`src/rtl/clk_div_multi.sv`:
```
// clk_div_multi: multi-channel programmable clock/tick divider with free-running scan select.
// Optional half-period/pending readback port set is enabled by defining CLK_DIV_READBACK_EN.
module clk_div_multi #(
  parameter int NUM_CH = 2,
  parameter int CNT_W = 27,
  parameter int DEF_HALF = 50000000,
  parameter int SCAN_W = 2,
  parameter int SCAN_LSB = 15,
  localparam int DW = NUM_CH > 1 ? $clog2(NUM_CH) : 1
) (
  input  logic              clk,
  input  logic              rst_n,
  input  logic [NUM_CH-1:0] ch_en,
  input  logic              sync_clr,
  input  logic              div_load,
  input  logic [DW-1:0]     div_ch,
  input  logic [CNT_W-1:0]  div_value,
`ifdef CLK_DIV_READBACK_EN
  input  logic [DW-1:0]     rd_ch,
  output logic [CNT_W-1:0]  rd_half,
  output logic [NUM_CH-1:0] rd_pend,
`endif
  output logic [NUM_CH-1:0] clk_out,
  output logic [NUM_CH-1:0] tick,
  output logic [SCAN_W-1:0] clk_scan
);
  localparam int SW = SCAN_LSB + SCAN_W;
  localparam logic [CNT_W-1:0] RST_HALF = CNT_W'(DEF_HALF);
  logic [CNT_W-1:0] cnt [NUM_CH];
  logic [CNT_W-1:0] half [NUM_CH];
  logic [CNT_W-1:0] shadow [NUM_CH];
  logic [NUM_CH-1:0] pend;
  logic [NUM_CH-1:0] ld;
  logic [SW-1:0] scan_cnt;
  // out-of-range div_ch shifts the one-hot select to zero, so the load is dropped
  assign ld = div_load ? NUM_CH'(1) << div_ch : '0;
  assign clk_scan = scan_cnt[SW-1:SCAN_LSB];
  always_ff @(posedge clk or negedge rst_n) begin
    if (!rst_n) begin
      clk_out <= '0;
      tick <= '0;
      pend <= '0;
      scan_cnt <= '0;
      for (int i = 0; i < NUM_CH; i++) begin
        cnt[i] <= '0;
        half[i] <= RST_HALF;
        shadow[i] <= RST_HALF;
      end
    end else begin
      scan_cnt <= scan_cnt + 1'b1;
      for (int i = 0; i < NUM_CH; i++) begin
        shadow[i] <= ld[i] ? div_value : shadow[i];
        if (sync_clr) begin
          cnt[i] <= '0;
          clk_out[i] <= 1'b0;
          tick[i] <= 1'b0;
          half[i] <= ld[i] ? div_value : (pend[i] ? shadow[i] : half[i]);
          pend[i] <= 1'b0;
        end else if (!ch_en[i]) begin
          cnt[i] <= '0;
          clk_out[i] <= 1'b0;
          tick[i] <= 1'b0;
          half[i] <= pend[i] ? shadow[i] : half[i];
          pend[i] <= ld[i];
        end else if (cnt[i] == half[i]) begin
          // terminal count uses the old half; a load landing now stays pending
          cnt[i] <= '0;
          clk_out[i] <= ~clk_out[i];
          tick[i] <= 1'b1;
          half[i] <= pend[i] ? shadow[i] : half[i];
          pend[i] <= ld[i];
        end else begin
          cnt[i] <= cnt[i] + 1'b1;
          tick[i] <= 1'b0;
          pend[i] <= pend[i] | ld[i];
        end
      end
    end
  end
`ifdef CLK_DIV_READBACK_EN
  logic [NUM_CH-1:0] rd_sel;
  logic [CNT_W-1:0] rd_mux;
  assign rd_sel = NUM_CH'(1) << rd_ch;
  assign rd_pend = pend;
  always_comb begin
    rd_mux = '0;
    for (int i = 0; i < NUM_CH; i++) rd_mux = rd_mux | (rd_sel[i] ? half[i] : '0);
  end
  always_ff @(posedge clk or negedge rst_n) begin
    if (!rst_n) rd_half <= '0;
    else rd_half <= rd_mux;
  end
`endif
endmodule

```
`config.mk`:
```
export PLATFORM = sky130hd
export DESIGN_NAME = clk_div_multi
export DESIGN_NICKNAME = d
export VERILOG_FILES = /design/src/rtl/clk_div_multi.sv
export SDC_FILE = /design/constraint.sdc
export NUM_CORES = 1
export LEC_CHECK = 0
export ABC_AREA = 1
export CAP_MARGIN = 25
export CORE_ASPECT_RATIO = 0.8
export CORE_UTILIZATION = 40
export DETAILED_ROUTE_END_ITERATION = 8
export PLACE_DENSITY = 0.63
export SKIP_LAST_GASP = 1
export SLEW_MARGIN = 30
export SYNTH_ARGS = -nofsm -noshare
export SYNTH_HDL_FRONTEND = slang
export SYNTH_SLANG_ARGS = --single-unit
```
`constraint.sdc`:
```
create_clock -name clk -period 1.5 [get_ports clk]
set_input_delay 0.375 -clock clk [delete_from_list [all_inputs] [get_ports clk]]
set_output_delay 0.375 -clock clk [all_outputs]
set_load 0.01 [all_outputs]
```
# Word-level counts from Yosys, hierarchy flattened

Cells that the tools add are included.

Add/sub/neg operators: 3
Multipliers: 0
Divide/modulo/power cells: 0
$lt $le $gt $ge: 0
Equal/unequal tests: 4
Shift operators: 1
Mux-type cells: 35
Bitwise gates (word level): 4
Reductions and logical operators: 0

Operators by type and width:

| kind                                                                    | count |
|---|---|
| 27-bit 2-to-1 mux                                                       | 16 |
| 27-bit by 1-bit adder with 27-bit output, second input constant         | 2 |
| 27-bit equality test                                                    | 2 |
| 1-bit 2-to-1 mux                                                        | 18 |
| 17-bit by 1-bit adder with 17-bit output, second input constant         | 1 |
| 3-bit by 1-bit inequality test with 1-bit output, second input constant | 2 |
| 2-bit 2-to-1 mux                                                        | 1 |
| 1-bit inverter                                                          | 2 |
| 1-bit OR                                                                | 2 |
| 1-bit by 1-bit << shifter with 2-bit output, first input constant       | 1 |

Flip-flop bits (word level): 185
Latch bits: 0
Memory bits (writable): 0
Bits in read-only memories: 0
Output and inout port bits: 6
Logic and storage cells: 58
Memories kept: 0

# Longest topological paths before layout

Depth in word-level cells: 6
Depth in mapped cells: 12
Depth with buffers taken out: 11

# Worst setup path before layout

No wires, ideal clock.

Kind: reg2reg
From: reg cnt[27] in the netlist's numbering
To: reg cnt[51] in the netlist's numbering
Setup time: 0.119 ns
Arrival time: 1.470 ns
Required time: 1.381 ns
Slack: -0.089 ns
Stages on the path, launching flop included: 11
Path buffers: 0
Clock period less this slack: 1.589 ns
Cells stage by stage: dfrtp_1 ha_1 nand3_1 nor2_2 nand2_2 inv_2 nand2_1 nor2_1 nand2_1 xor2_1 nor2_2

Longest elaborated chain between the ends: 4
Elaborated cells between the ends (all ways): 5

Ends and longest elaborated chain:

| item                                                                                    | RTL line | RTL |
|---|---|---|
| from (decl)                                                                             | 29       | `logic [CNT_W-1:0] cnt [NUM_CH];` |
| from (signal, indexed assignment)                                                       | 73       | `cnt[i] <= cnt[i] + 1'b1;` |
| 27-bit by 1-bit adder with 27-bit output / 27-bit equality test (equally long branches) | 73, 65   |  |
| 27-bit 2-to-1 mux (*)                                                                   | 65       | `end else if (cnt[i] == half[i]) begin` |
| 27-bit 2-to-1 mux (*)                                                                   | 59       | `end else if (!ch_en[i]) begin` |
| 27-bit 2-to-1 mux (*)                                                                   | 53       | `if (sync_clr) begin` |

Every way passes the cells marked *; elsewhere a longest branch is shown, timed or not.
A chain may end at the register's enable or synchronous reset.

# Worst setup path after layout

From: reg half[52] in the netlist's numbering
To: reg half[35] in the netlist's numbering

Longest elaborated chain between the ends: 2

Ends and longest elaborated chain:

| item                                                       | RTL line | RTL |
|---|---|---|
| from (decl)                                                | 30       | `logic [CNT_W-1:0] half [NUM_CH];` |
| from (signal, indexed assignment)                          | 57       | `half[i] <= ld[i] ? div_value : (pend[i] ? shadow[i] : half[i]);` |
| from (signal, indexed assignment)                          | 63       | `half[i] <= pend[i] ? shadow[i] : half[i];` |
| from (signal, indexed assignment)                          | 70       | `half[i] <= pend[i] ? shadow[i] : half[i];` |
| 27-bit equality test                                       | 65       |  |
| 3-bit by 1-bit inequality test with 1-bit output (no line) | n/a      |  |

Every way passes these cells.

==> out/results.tsv <==
stage	metric	value	unit
placement	placement-stage worst setup slack	-0.369	ns
cts	Skew-Pair Late Insertion Delay	0.44	ns
sta	worst clock skew	0.0104	ns
placement	post-detail-place hpwl	17600	um
critical_path	slowest stage cell, crit path	sky130_fd_sc_hd__dfstp_2	
cts	clock-pin slew on the worst setup and hold paths	0.07	ns
critical_path	Worst setup SP type	flip-flop	
critical_path	worst path cell trace	nand2_1, nand2_1, nand3_1, nor2_1, nand2_2, nor2_4, nand2_4, nand2_8, buf_12, buf_16, nand2_4, nand2_2	
global_route	antenna violations before repair	0	
floorplan	number of cell rows	50	
power	total power after layout	13.3	mW
logic_synthesis	mean instance size in the synthesized netlist	7.94	sq um
cts	sinks on the clock net	185	
route	Post-route DRC	0	
cts	CTS tree	done	
sta	final count of pins violating max slew	0	
critical_path	CP required	1.88	ns
power	static leakage power	6.11	nW
cts	clock buffer count from CTS	17	
route	number of vias per cell after detailed routing	4.93	
outcome	violations in the final reports	negative setup slack	
finish	synthesis-to-layout area growth	38.2	%
finish	final non-filler cell total	1780	
route	Via Count	8781	
placement	count of buffers inserted at the top-level ports	39	
critical_path	Critical Path Max Stage Delay	0.55	ns
floorplan	DIE AREA	25100	sq um
floorplan	Die Span X	177	um
global_route	global-route usage over all layers	21.7	%
finish	n_diodes	0	
route	total iterations of the first detailed-routing run	5	
placement	total cell area at the placement stage	12000	sq um
global_route	via count of the first global-routing pass	8380	
logic_synthesis	post-synthesis instance area	9770	sq um
sta	transition time at the pin with the least slew margin	0.396	ns
power	worst ir drop on vdd	0.930	mV
global_route	largest net degree at the start of global routing	56	
logic_synthesis	count of state elements after synthesis	185	
power	PD cells	988	nW/um^2
global_route	global-route congestion overflow total	0	
route	total length of routed wires	26500	um
logic_synthesis	number of distinct library cell variants in the gate-level netlist after synthesis	30	
floorplan	die height	142	um
cts	Clock Tree Buf Depth	2	
sta	endpoints failing hold	0	
critical_path	Worst setup EP type	flip-flop	
logic_synthesis	share of the yosys chip area belonging to registers	48.0	%
critical_path	kind of critical path	reg -> reg	
logic_synthesis	fraction of synthesized cell area taken by the top area cell type	35.1	%
floorplan	top-level I/O count	40	
worst_hold_path	path type of the worst min-delay path	in -> async	
sta	final-report setup violation count	114	
placement	placed cell count	1726	
sta	fin worst setup slack	-0.396	ns
finish	fin nets	1492	
finish	share of final-layout standard cells stronger than drive strength 1	29.9	%
cts	deepest level of the CTS H-tree	4	
logic_synthesis	library cell with the largest summed area after synthesis	sky130_fd_sc_hd__dfrtp_1	
global_route	global-route wire length before repair	42500	um
route	initial DRC count	731	
outcome	outcome	complete, but fails checks	
placement	last weighted congestion value of the routability-driven placer	0.886	
logic_synthesis	Synth area leaders	sky130_fd_sc_hd__dfrtp_1, sky130_fd_sc_hd__nand2_1, sky130_fd_sc_hd__dfstp_2	
route	Routed Antenna Nets	0	
critical_path	worst endpoint data arrival time	2.27	ns
logic_synthesis	Post-Synthesis Cells	1230	
sta	final worst path period need	1.90	ns
sta	RSZ-0062 raised after global routing	true	
logic_synthesis	Synthesized Nets	1267	
sta	crit share post-route	126	%
cts	Clk Tree Root Cell	sky130_fd_sc_hd__clkbuf_16	
floorplan	initial cell density of the core	41.2	%
sta	remaining max-slew budget at the tightest pin	73.4	%
sta	achievable frequency	527	MHz
finish	final cell area excluding filler cells	13500	sq um
route	Routed wire per std cell	14.9	um
critical_path	Crit Path Max Fanout	8	
logic_synthesis	Yosys warning count	0	
run	Max Cap Viol	0	
floorplan	core footprint	23700	sq um
==> power by group <==
| group | leakage, nW | internal, mW | switching (mW) | total [mW] |
|---|---|---|---|---|
| Clock | 0.273 | 2.39 | 2.08 | 4.47 |
| Combinational | 3.54 | 1.40 | 1.45 | 2.84 |
| Sequential | 2.30 | 5.65 | 0.378 | 6.03 |
| Total | 6.11 | 9.44 | 3.90 | 13.3 |
==> logic make-up (layout without fill, tap and decap cells) <==
group,after synthesis,in the layout,synth area share [%]
flip-flops,185,185,48.0
multiplexers,36,36,3.69
buffers and inverters,148,386,6.30
AO/OA/AOI/OAI,140,140,7.25
adder cells (fa/ha/maj),3,3,0.384
XOR/XNOR,85,85,7.62
AND/OR/NAND/NOR,633,633,26.8
==> path summary, 6_finish.rpt <==
check,from,endpoint,slack (ns),cells after the start
setup / recovery,half[52],half[35],-0.40,12
hold / removal,rst_n,clk_out[1],0.39,2
setup reg to reg,half[52],half[35],-0.40,12
hold reg to reg,scan_cnt[4],scan_cnt[4],0.47,1
max in group asynchronous,rst_n,shadow[52],0.50,3
min in group clk,scan_cnt[4],scan_cnt[4],0.47,1
==> timing repair <==
action | 4_1_cts | 5_1_grt
pin swaps | 13 | 47
hold buffers | 1 | 0
endpoints found under the setup margin | 123 | 128
resized for setup | 64 | 124
endpoints found under the hold margin | 17 | 0
buffers inserted | 9 | 11
gates cloned | 4 | 3
==> stage by stage <==
stage,hold WS (ns),util [%],TNS [ns]
6_report,0.390,56.9,-36.36
3_3_place_gp,0.299,50.6,-40.94
4_1_cts,0.391,54.6,-27.96
3_5_place_dp,0.296,50.6,-44.01
5_1_grt,0.395,56.9,-44.45
2_1_floorplan,0.0794,-,-0.415
==> worst max-delay path, delay by kind of cell (launching register included) <==
kind / cells / cell delay [ns]
and+or+nand+nor: 10 / 1.00
DFF: 1 / 0.55
buffers and inverters: 2 / 0.28
==> layout make-up <==
class / instances / area [sq um]
Timing Repair Buffer: 261 / 2420
Inverter: 93 / 349
Sequential cell: 185 / 4690
Tap cell: 312 / 390
Clock buffer: 19 / 453
Multi-Input combinational cell: 897 / 5080
Clock inverter: 13 / 119
Fill cell: 2135 / 10200
==> flip-flops by register name, summed over array words and instances, names as in the netlist <==
signal	count
shadow	54
tick	2
half	54
clk_out	2
cnt	54
scan_cnt	17
pend	2
==> synthesized netlist by cell type <==
library cell,n
sky130_fd_sc_hd__nor2_1,140
sky130_fd_sc_hd__a21oi_1,42
sky130_fd_sc_hd__and3_1,1
sky130_fd_sc_hd__ha_1,3
sky130_fd_sc_hd__clkbuf_1,33
sky130_fd_sc_hd__clkinv_1,1
sky130_fd_sc_hd__nor4_1,4
sky130_fd_sc_hd__nor3_1,13
sky130_fd_sc_hd__nand3_2,1
sky130_fd_sc_hd__buf_6,2
sky130_fd_sc_hd__inv_2,2
sky130_fd_sc_hd__nand3b_1,1
sky130_fd_sc_hd__dfrtp_1,137
sky130_fd_sc_hd__a31oi_1,3
sky130_fd_sc_hd__nand2_2,6
sky130_fd_sc_hd__nor2_2,7
sky130_fd_sc_hd__buf_2,12
sky130_fd_sc_hd__nor2_4,2
sky130_fd_sc_hd__buf_4,8
sky130_fd_sc_hd__dfstp_2,48
sky130_fd_sc_hd__o22ai_1,3
sky130_fd_sc_hd__mux2i_1,36
sky130_fd_sc_hd__nand2_1,356
sky130_fd_sc_hd__nand3_1,86
sky130_fd_sc_hd__nor3b_2,1
sky130_fd_sc_hd__xnor2_1,52
sky130_fd_sc_hd__inv_1,90
sky130_fd_sc_hd__o21ai_0,92
sky130_fd_sc_hd__xor2_1,33
sky130_fd_sc_hd__nand4_1,15
==> per-layer routing <==
metal	global-route usage, %	wire, um	up-vias
met5	0	0	-
met4	4.72	310	0
met3	3.54	1220	27
met2	32.6	11900	169
met1	32.6	13000	4218
li1	-	-	4367
==> layout by cell type (no fill, tap or decap), types with 3 or more instances in the layout <==
| cell type | instances |
|---|---|
| sky130_fd_sc_hd__dfrtp_1 | 135 |
| sky130_fd_sc_hd__buf_4 | 190 |
| sky130_fd_sc_hd__nand3_1 | 75 |
| sky130_fd_sc_hd__nor3_1 | 11 |
| sky130_fd_sc_hd__nor2_4 | 25 |
| sky130_fd_sc_hd__inv_2 | 3 |
| sky130_fd_sc_hd__o21ai_0 | 90 |
| sky130_fd_sc_hd__clkinvlp_4 | 4 |
| sky130_fd_sc_hd__buf_12 | 15 |
| sky130_fd_sc_hd__inv_1 | 89 |
| sky130_fd_sc_hd__nor4_1 | 4 |
| sky130_fd_sc_hd__nand2_1 | 300 |
| sky130_fd_sc_hd__a21oi_1 | 41 |
| sky130_fd_sc_hd__clkbuf_8 | 3 |
| sky130_fd_sc_hd__buf_6 | 6 |
| sky130_fd_sc_hd__nor2_1 | 104 |
| sky130_fd_sc_hd__clkdlybuf4s50_1 | 32 |
| sky130_fd_sc_hd__nand2_2 | 44 |
| sky130_fd_sc_hd__nand4_1 | 15 |
| sky130_fd_sc_hd__o22ai_1 | 3 |
| sky130_fd_sc_hd__mux2i_1 | 36 |
| sky130_fd_sc_hd__buf_16 | 4 |
| sky130_fd_sc_hd__nor2_2 | 20 |
| sky130_fd_sc_hd__xor2_1 | 32 |
| sky130_fd_sc_hd__xnor2_2 | 3 |
| sky130_fd_sc_hd__a31oi_1 | 3 |
| sky130_fd_sc_hd__clkbuf_16 | 20 |
| sky130_fd_sc_hd__dfstp_2 | 48 |
| sky130_fd_sc_hd__nand3_2 | 10 |
| sky130_fd_sc_hd__inv_6 | 4 |
| sky130_fd_sc_hd__nand2_4 | 16 |
| sky130_fd_sc_hd__xnor2_1 | 48 |
| sky130_fd_sc_hd__clkdlybuf4s15_1 | 3 |
| sky130_fd_sc_hd__clkinv_2 | 3 |
| sky130_fd_sc_hd__buf_8 | 3 |
(Power assumes the default switching activity.)
